### src/rtl/hist_stream_packer_pkg.sv
// Shared definitions for the histogram stream packer.
// Holds the default header/trailer tags, the field widths of the packed 32-bit
// output word (tag or data in the upper half, data in the lower half) and the
// FSM state encoding.
package hist_stream_packer_pkg;

    localparam int unsigned TAG_W  = 16;
    localparam int unsigned DATA_W = 16;
    localparam int unsigned WORD_W = TAG_W + DATA_W;

    localparam logic [TAG_W-1:0] HDR_TAG_DEF = 16'hA5A5;
    localparam logic [TAG_W-1:0] TRL_TAG_DEF = 16'h5A5A;

    typedef enum logic [1:0] {
        StHdr  = 2'd0,
        StLo   = 2'd1,
        StHi   = 2'd2,
        StMode = 2'd3
    } state_e;

endpackage

### src/rtl/hist_stream_packer.sv
// Packs the histogram core's 16-bit frequency and mode ap_fifo streams into
// framed 32-bit words: one header {HDR_TAG, frame_count}, NUM_BINS/2 bin-pair
// words {odd bin, even bin} and one trailer {TRL_TAG, mode}.
//
// Ports:
//   ap_clk, ap_rst           clock, synchronous active-high reset
//   freq_din/write/full_n    bin frequency stream from the core
//   mode_din/write/full_n    mode stream from the core
//   out_din/wr_en/full       packed word stream into the CDC FIFO
//   frame_count              completed frames (wraps), header uses this value
//   last_total               sum of all bins of the last completed frame
//   proto_err                sticky: a write strobe arrived while its full_n=0
module hist_stream_packer
    import hist_stream_packer_pkg::*;
#(
    parameter int unsigned       NUM_BINS = 64,
    parameter logic [TAG_W-1:0]  HDR_TAG  = HDR_TAG_DEF,
    parameter logic [TAG_W-1:0]  TRL_TAG  = TRL_TAG_DEF
) (
    input  logic              ap_clk,
    input  logic              ap_rst,
    input  logic [DATA_W-1:0] freq_din,
    input  logic              freq_write,
    output logic              freq_full_n,
    input  logic [DATA_W-1:0] mode_din,
    input  logic              mode_write,
    output logic              mode_full_n,
    output logic [WORD_W-1:0] out_din,
    output logic              out_wr_en,
    input  logic              out_full,
    output logic [15:0]       frame_count,
    output logic [31:0]       last_total,
    output logic              proto_err
);

    localparam int unsigned CntW = $clog2(NUM_BINS + 1);

    state_e              state_q;
    logic [DATA_W-1:0]   lo_q;
    logic [CntW-1:0]     bin_cnt_q;
    logic [31:0]         run_sum_q;
    logic [15:0]         frame_count_q;
    logic [31:0]         last_total_q;
    logic                proto_err_q;

    logic                freq_acc;
    logic                mode_acc;
    logic                strobe_viol;
    logic                last_pair;

    assign last_pair = (32'(bin_cnt_q) + 32'd2) == NUM_BINS;

    // Handshake and FIFO write are combinational so a word moves in the same
    // cycle the core's strobe is accepted.
    always_comb begin
        freq_full_n = 1'b0;
        mode_full_n = 1'b0;
        out_wr_en   = 1'b0;
        out_din     = '0;
        if (!ap_rst) begin
            unique case (state_q)
                StHdr: begin
                    out_wr_en = !out_full;
                    out_din   = {HDR_TAG, frame_count_q};
                end
                // Low half only goes into lo_q, so it is accepted even while
                // the FIFO is full.
                StLo: begin
                    freq_full_n = 1'b1;
                end
                StHi: begin
                    freq_full_n = !out_full;
                    out_wr_en   = freq_write && !out_full;
                    out_din     = {freq_din, lo_q};
                end
                StMode: begin
                    mode_full_n = !out_full;
                    out_wr_en   = mode_write && !out_full;
                    out_din     = {TRL_TAG, mode_din};
                end
                default: ;
            endcase
        end
    end

    assign freq_acc    = freq_write && freq_full_n;
    assign mode_acc    = mode_write && mode_full_n;
    assign strobe_viol = (freq_write && !freq_full_n) || (mode_write && !mode_full_n);

    always_ff @(posedge ap_clk) begin
        if (ap_rst) begin
            state_q       <= StHdr;
            lo_q          <= '0;
            bin_cnt_q     <= '0;
            run_sum_q     <= '0;
            frame_count_q <= '0;
            last_total_q  <= '0;
            proto_err_q   <= 1'b0;
        end else begin
            proto_err_q <= proto_err_q || strobe_viol;
            unique case (state_q)
                StHdr: begin
                    if (!out_full) begin
                        bin_cnt_q <= '0;
                        run_sum_q <= '0;
                        state_q   <= StLo;
                    end
                end
                StLo: begin
                    if (freq_acc) begin
                        lo_q      <= freq_din;
                        run_sum_q <= run_sum_q + 32'(freq_din);
                        state_q   <= StHi;
                    end
                end
                StHi: begin
                    if (freq_acc) begin
                        run_sum_q <= run_sum_q + 32'(freq_din);
                        bin_cnt_q <= bin_cnt_q + CntW'(2);
                        state_q   <= last_pair ? StMode : StLo;
                    end
                end
                StMode: begin
                    if (mode_acc) begin
                        last_total_q  <= run_sum_q;
                        frame_count_q <= frame_count_q + 16'd1;
                        state_q       <= StHdr;
                    end
                end
                default: state_q <= StHdr;
            endcase
        end
    end

    assign frame_count = frame_count_q;
    assign last_total  = last_total_q;
    assign proto_err   = proto_err_q;

endmodule

### config.mk
export PLATFORM = sky130hd
export DESIGN_NAME = hist_stream_packer
export DESIGN_NICKNAME = d
export VERILOG_FILES = /design/src/rtl/hist_stream_packer_pkg.sv /design/src/rtl/hist_stream_packer.sv
export SDC_FILE = /design/constraint.sdc
export NUM_CORES = 1
export LEC_CHECK = 0
export BUFFER_PORTS_ARGS = -buffer_cell sky130_fd_sc_hd__buf_2
export CAP_MARGIN = 25
export CORE_ASPECT_RATIO = 1.5
export CORE_MARGIN = 5
export CORE_UTILIZATION = 47
export CTS_CLUSTER_DIAMETER = 150
export DETAILED_ROUTE_END_ITERATION = 7
export GPL_ROUTABILITY_DRIVEN = 1
export GPL_TIMING_DRIVEN = 0
export HOLD_SLACK_MARGIN = 0.15
export PLACE_DENSITY = 0.71
export SLEW_MARGIN = 40
export SYNTH_ARGS = -nofsm -noshare
export SYNTH_HDL_FRONTEND = slang
export SYNTH_SLANG_ARGS = --single-unit
### constraint.sdc
create_clock -name ap_clk -period 7.3 [get_ports ap_clk]
set_input_delay 0.365 -clock ap_clk [delete_from_list [all_inputs] [get_ports ap_clk]]
set_output_delay 0.365 -clock ap_clk [all_outputs]
set_load 0.02 [all_outputs]
[Yosys cells after proc, flatten, opt, wreduce, memory -nomap -nowiden]
Index checks and enable logic that the tools add are counted.
Storage, ports and cells
  flip-flop bits (word level): 106
  latch bits: 0
  RAM bits: 0
  bits in read-only memories: 0
  bits of input ports: 37
  word-level logic and storage cells: 60
  memories: 0
Operators by class
  add/subtract/negate cells: 4
  multiply operators: 0
  div/mod/pow operators: 0
  magnitude comparators: 0
  equality and inequality tests: 9
  shift operators: 0
  multiplexer cells: 20
  bitwise logic cells: 0
  reductions and logical operators: 20
Operators by type and width (count)
  $mux W32: 3
  $pmux W32 S3: 1
  $pmux W32 S2: 1
  $add A32 B16 Y32: 1
  $add A16 B1 Y16 const B: 1
  $mux W7: 2
  $pmux W7 S2: 1
  $mux W2: 5
  $add A7 B2 Y8 const B: 1
  $eq A8 B7 Y1 const B: 1
  $ne A2 B2 Y1 const B: 4
  $pmux W2 S4: 1
  $add A7 B2 Y7 const B: 1
  $logic_and A1 B1 Y1: 6
  $reduce_and A3 Y1: 2
  $eq A2 B2 Y1 const B: 2
  $mux W1: 4
  $reduce_and A2 Y1: 2
  $reduce_and A4 Y1: 1
  $reduce_bool A2 Y1: 2
  $logic_not A1 Y1: 3
  $pmux W1 S3: 1
  $eq A2 B1 Y1 const B: 1
  $logic_not A2 Y1: 1
  4 further kinds: 5

[Depth between registers and ports, before layout]
  word-level depth: 7
  depth in mapped cells: 10

[Least setup slack after synthesis]
Ideal clock, no wire load.
  path type: reg-to-reg
  start point: register state_q[0]
  end point: register run_sum_q[31]
  setup time: 0.072 ns
  arrival time: 2.381 ns
  path slack: 4.847 ns
  stages on the path, launching flop included: 10
  buffers on the path: 1
  period minus slack after synthesis: 2.453 ns
  cells stage by stage: dfxtp_1 clkbuf_1 inv_1 ha_1 nor2b_4 o211ai_4 a2111oi_4 nand4_2 nor4_1 mux2i_1
Between the ends
  word-level cells in the longest chain between the ends: 6
  elaborated cells on any way between the ends: 12
  classes of those cells: eq/ne: 4; mux: 3; reduce/logical: 5
Ends and longest elaborated chain
  from (decl): line hist_stream_packer.sv:38  | state_e state_q;
  from (signal assigned): line hist_stream_packer.sv:92  | state_q <= StHdr;
  from (signal assigned): line hist_stream_packer.sv:106  | state_q <= StLo;
  from (signal assigned): line hist_stream_packer.sv:113  | state_q <= StHi;
  $eq A2 B2 Y1 / $eq A2 B1 Y1 (equally long branches): line hist_stream_packer.sv:61, hist_stream_packer.sv:101
  $pmux W1 S2: line hist_stream_packer.sv:61  | unique case (state_q)
  $mux W1: line hist_stream_packer.sv:60  | if (!ap_rst) begin
  $logic_and A1 B1 Y1: line hist_stream_packer.sv:86  | assign freq_acc = freq_write && freq_full_n;
  $ne A2 B1 Y1 (no line)
  $reduce_and A3 Y1 (no line)
  to (signal assigned): line hist_stream_packer.sv:112  | run_sum_q <= run_sum_q + 32'(freq_din);
  to (signal assigned): line hist_stream_packer.sv:118  | run_sum_q <= run_sum_q + 32'(freq_din);
  to (decl): line hist_stream_packer.sv:41  | logic [31:0] run_sum_q;
Parallel ways exist; a longest one is shown, timed or not.
A chain may end at the register's enable or synchronous reset.

[Final worst setup path]
  start point: register state_q[0]
  end point: output port out_din[10]
Between the ends
  word-level cells in the longest chain between the ends: 3
  elaborated cells on any way between the ends: 5
  classes of those cells: eq/ne: 2; mux: 2; reduce/logical: 1
Ends and longest elaborated chain
  $eq A2 B2 Y1 / $logic_not A2 Y1 (equally long branches): line hist_stream_packer.sv:61
  $pmux W32 S3 (*): line hist_stream_packer.sv:61
  $mux W32 (*): line hist_stream_packer.sv:60
  to (decl): line hist_stream_packer.sv:28  | output logic [WORD_W-1:0] out_din,
Every way passes the cells marked *; elsewhere a longest branch is shown, timed or not.

==> results_dict.tcl <==
set metrics [dict create \
    clkPwrFrac_pct 32.7 \
    skew_ps 8.98 \
    wire_per_inst_um 17.5 \
    crit_type "flop to primary output" \
    cts_buffer_depth 2 \
    nNetsFinal 872 \
    tightestPinTransition_ps 748 \
    path_clk_slew_ps 70 \
    ir_drop_mv 0.132 \
    critPathArrivalTime_ps 3110 \
    power.switching_uw 569 \
    grt_pass1_wl_um 27200 \
    status "finished clean" \
    cts_root_buffer "clkbuf_16" \
    synth_area_leader_cell "dfxtp_1" \
    h-tree-depth 3 \
    swShare_pct 35.6 \
    grt_pass1_vias 5445 \
    wl_um 16800 \
    overflow 0 \
    seq_area_frac_synth_pct 39.1 \
    synth_ff_type "dfxtp_1" \
    crit_fanout 10 \
    synthAdderAreaFrac_pct 5.50 \
    place_hpwl_um 13000 \
    post_cts_buffers 0 \
    rows 47 \
    grt_start_max_net_pins 17 \
    stdcell_area_um2 6470 \
    layout_min_cycle_time_ps 3470 \
    post-route-period-util_pct 47.6 \
    grt_usage_pct 24.1 \
    cap_violations 0 \
    combPwrFrac_pct 30.0 \
    cp.required_ps 6930 \
    place_congestion 0.971 \
    synth_top_family_by_area "simple AND/OR/NAND/NOR gates" \
    synth_compound_area_share_pct 21.1 \
    fp.dieH_um 141 \
    area_growth_pct 20.4 \
    internal_power_uw 1030 \
    postPlaceCellArea_um2 6150 \
    synthCells 682 \
    p_per_area_nw_per_um2 247 \
    rsz0062_at_grt "no" \
    cts_resized 0 \
    synth_xor_area_share_pct 5.71 \
    hold_class "input pin to flop" \
    cts_tree "done" \
    drt-initial-drc-count 338 \
    die_area_um2 13700 \
    avgSynthCellArea_um2 7.88 \
    synth-warning-count 0 \
    antennaDiodeCount 0 \
    clk-insertion-delay-late_ps 340 \
    crit_path_start_kind "flop" \
    yosysUniqueCellTypes 62 \
    core-area_um2 11100 \
    synth_commonest_cells "nand2_1, dfxtp_1, nor2_1" \
    setup_viol 0 \
    p_leak_uw 0.00263 \
    drive_above_1_share_pct 18.4 \
    syn_area_um2 5370 \
    via_per_inst 5.70 \
    netlist_top_cells_area "dfxtp_1, nand2_1, a21oi_1, ha_1, nor2_1" \
    start_util_pct 48.3 \
    fillers 1056 \
    ys_ff_latch 105 \
    synth_enable_flop_cells 0 \
    synth_most_common_cell "nand2_1" \
    seq_power_share_pct 37.3 \
    yosys-mux-area-fraction_pct 0.186 \
    clkSinkCount 105 \
    chipWidth_um 97.3 \
    drc 0 \
    ant_nets 0 \
    drt_pass1_iterations 8 \
    slew_viol_final 0 \
    finalSetupTns_ps 0 \
    relSlewSlack_pct 49.8 \
    end_kind "primary output" \
    synth_top_area_share_pct 39.1 \
    pin_count 121 \
    num_vias 5483 \
    ys_async_sr_fraction_pct 0 \
    antenna_found_initial 0 \
    postCtsHoldBufs 0 \
    syn_nets 742 \
    max_freq_mhz 288 \
    port-buffer-count 119 \
    finalHoldViolCount 0 \
    cts_buffers 9 \
    synth-simple-area-share_pct 24.8 \
]
==> layer usage <==
layer  global-route usage, %  part of all wire [%]  wire length [um]
met1                    25.8                    38              6410
met2                    45.5                    52              8770
met3                    5.49                   6.6              1110
met4                    9.63                   3.0               502
met5                       0                     0                 0
==> registers in the layout, summed over array words and instances, names as in the netlist <==
signal	cells
bin_cnt_q	6
frame_count	16
last_total	32
lo_q	16
proto_err	1
run_sum_q	32
state_q	2
==> worst max-delay path, stage by stage, from the launching register on <==
cell,delay (ps)
dfxtp_1,380
clkbuf_1,510
inv_1,220
ha_1,330
clkbuf_1,310
clkbuf_1,320
a222oi_1,460
nor2_1,70
buf_2,170
==> power groups by stage <==
stage / registers, uW / clock network [uW] / logic, uW
after floorplan: 606 / 0 / 321
after CTS: 596 / 531 / 473
final: 597 / 522 / 480
after global placement: 609 / 0 / 466
after detailed placement: 609 / 0 / 471
after global routing: 598 / 557 / 521
==> cell families (layout without fill, tap and decap cells) <==
logic type,count (synthesis),count (layout)
and+or+nand+nor,292,292
AOI/OAI and AO/OA,177,177
DFF,105,105
buffers and inverters,49,182
xor gates and xnor gates,35,35
adders and majority gates,23,23
muxes,1,1
==> cell type report <==
type | instances | area [um2] | share of cell area, %
inverter | 11 | 41.3 | 0.638
buffer | 38 | 150 | 2.32
tap | 147 | 184 | 2.84
clock inverter | 4 | 77.6 | 1.20
timing repair buffer | 119 | 596 | 9.21
sequential | 105 | 2100 | 32.5
clock buffer | 10 | 239 | 3.70
multi-input combinational | 528 | 3080 | 47.6
==> path summary, 6_finish.rpt <==
path	startpoint	to	slack (ps)	cells past startpoint
setup / recovery	state_q[0]	out_din[10]	3830	8
hold / removal	freq_din[2]	lo_q[2]	300	3
setup reg to reg	state_q[0]	run_sum_q[25]	3980	9
hold reg to reg	last_total[23]	last_total[23]	460	2
==> placed cells by master (no fill, tap or decap), types with 3 or more instances in the layout <==
cell / netlist / final
nor3b_1: 3 / 3
xor2_1: 17 / 17
a22oi_1: 7 / 7
a32oi_1: 3 / 3
clkbuf_16: 0 / 9
nand4_1: 5 / 5
nand2_1: 133 / 133
or2_2: 5 / 5
o21ai_0: 54 / 54
inv_1: 10 / 10
a31oi_1: 5 / 5
a21o_1: 4 / 4
nor2b_1: 5 / 5
dfxtp_1: 105 / 105
buf_2: 3 / 122
nand3_1: 18 / 18
a21oi_1: 60 / 60
ha_1: 22 / 22
and2_1: 3 / 3
a22o_1: 5 / 5
nor4_1: 4 / 4
clkbuf_1: 34 / 34
or3_1: 8 / 8
nor2_1: 72 / 72
nor3_1: 8 / 8
a211oi_1: 4 / 4
xnor2_1: 18 / 18
and3_1: 10 / 10
a222oi_1: 16 / 16
a32o_1: 3 / 3
==> per-stage QoR <==
| step | hold WS (ps) | instances | power (uW) | utilization [%] | setup slack, ps |
|---|---|---|---|---|---|
| CTS | 280 | 962 | 1600 | 58.2 | 3830 |
| floorplan | 436 | 682 | 927 | - | 4850 |
| global placement | 448 | 948 | 1080 | 55.3 | 4030 |
| finish | 300 | 962 | 1600 | 58.2 | 3830 |
| detailed placement | 446 | 948 | 1080 | 55.3 | 3990 |
| global route | 290 | 962 | 1680 | 58.2 | 3640 |
Power figures use the tool's default switching activity.
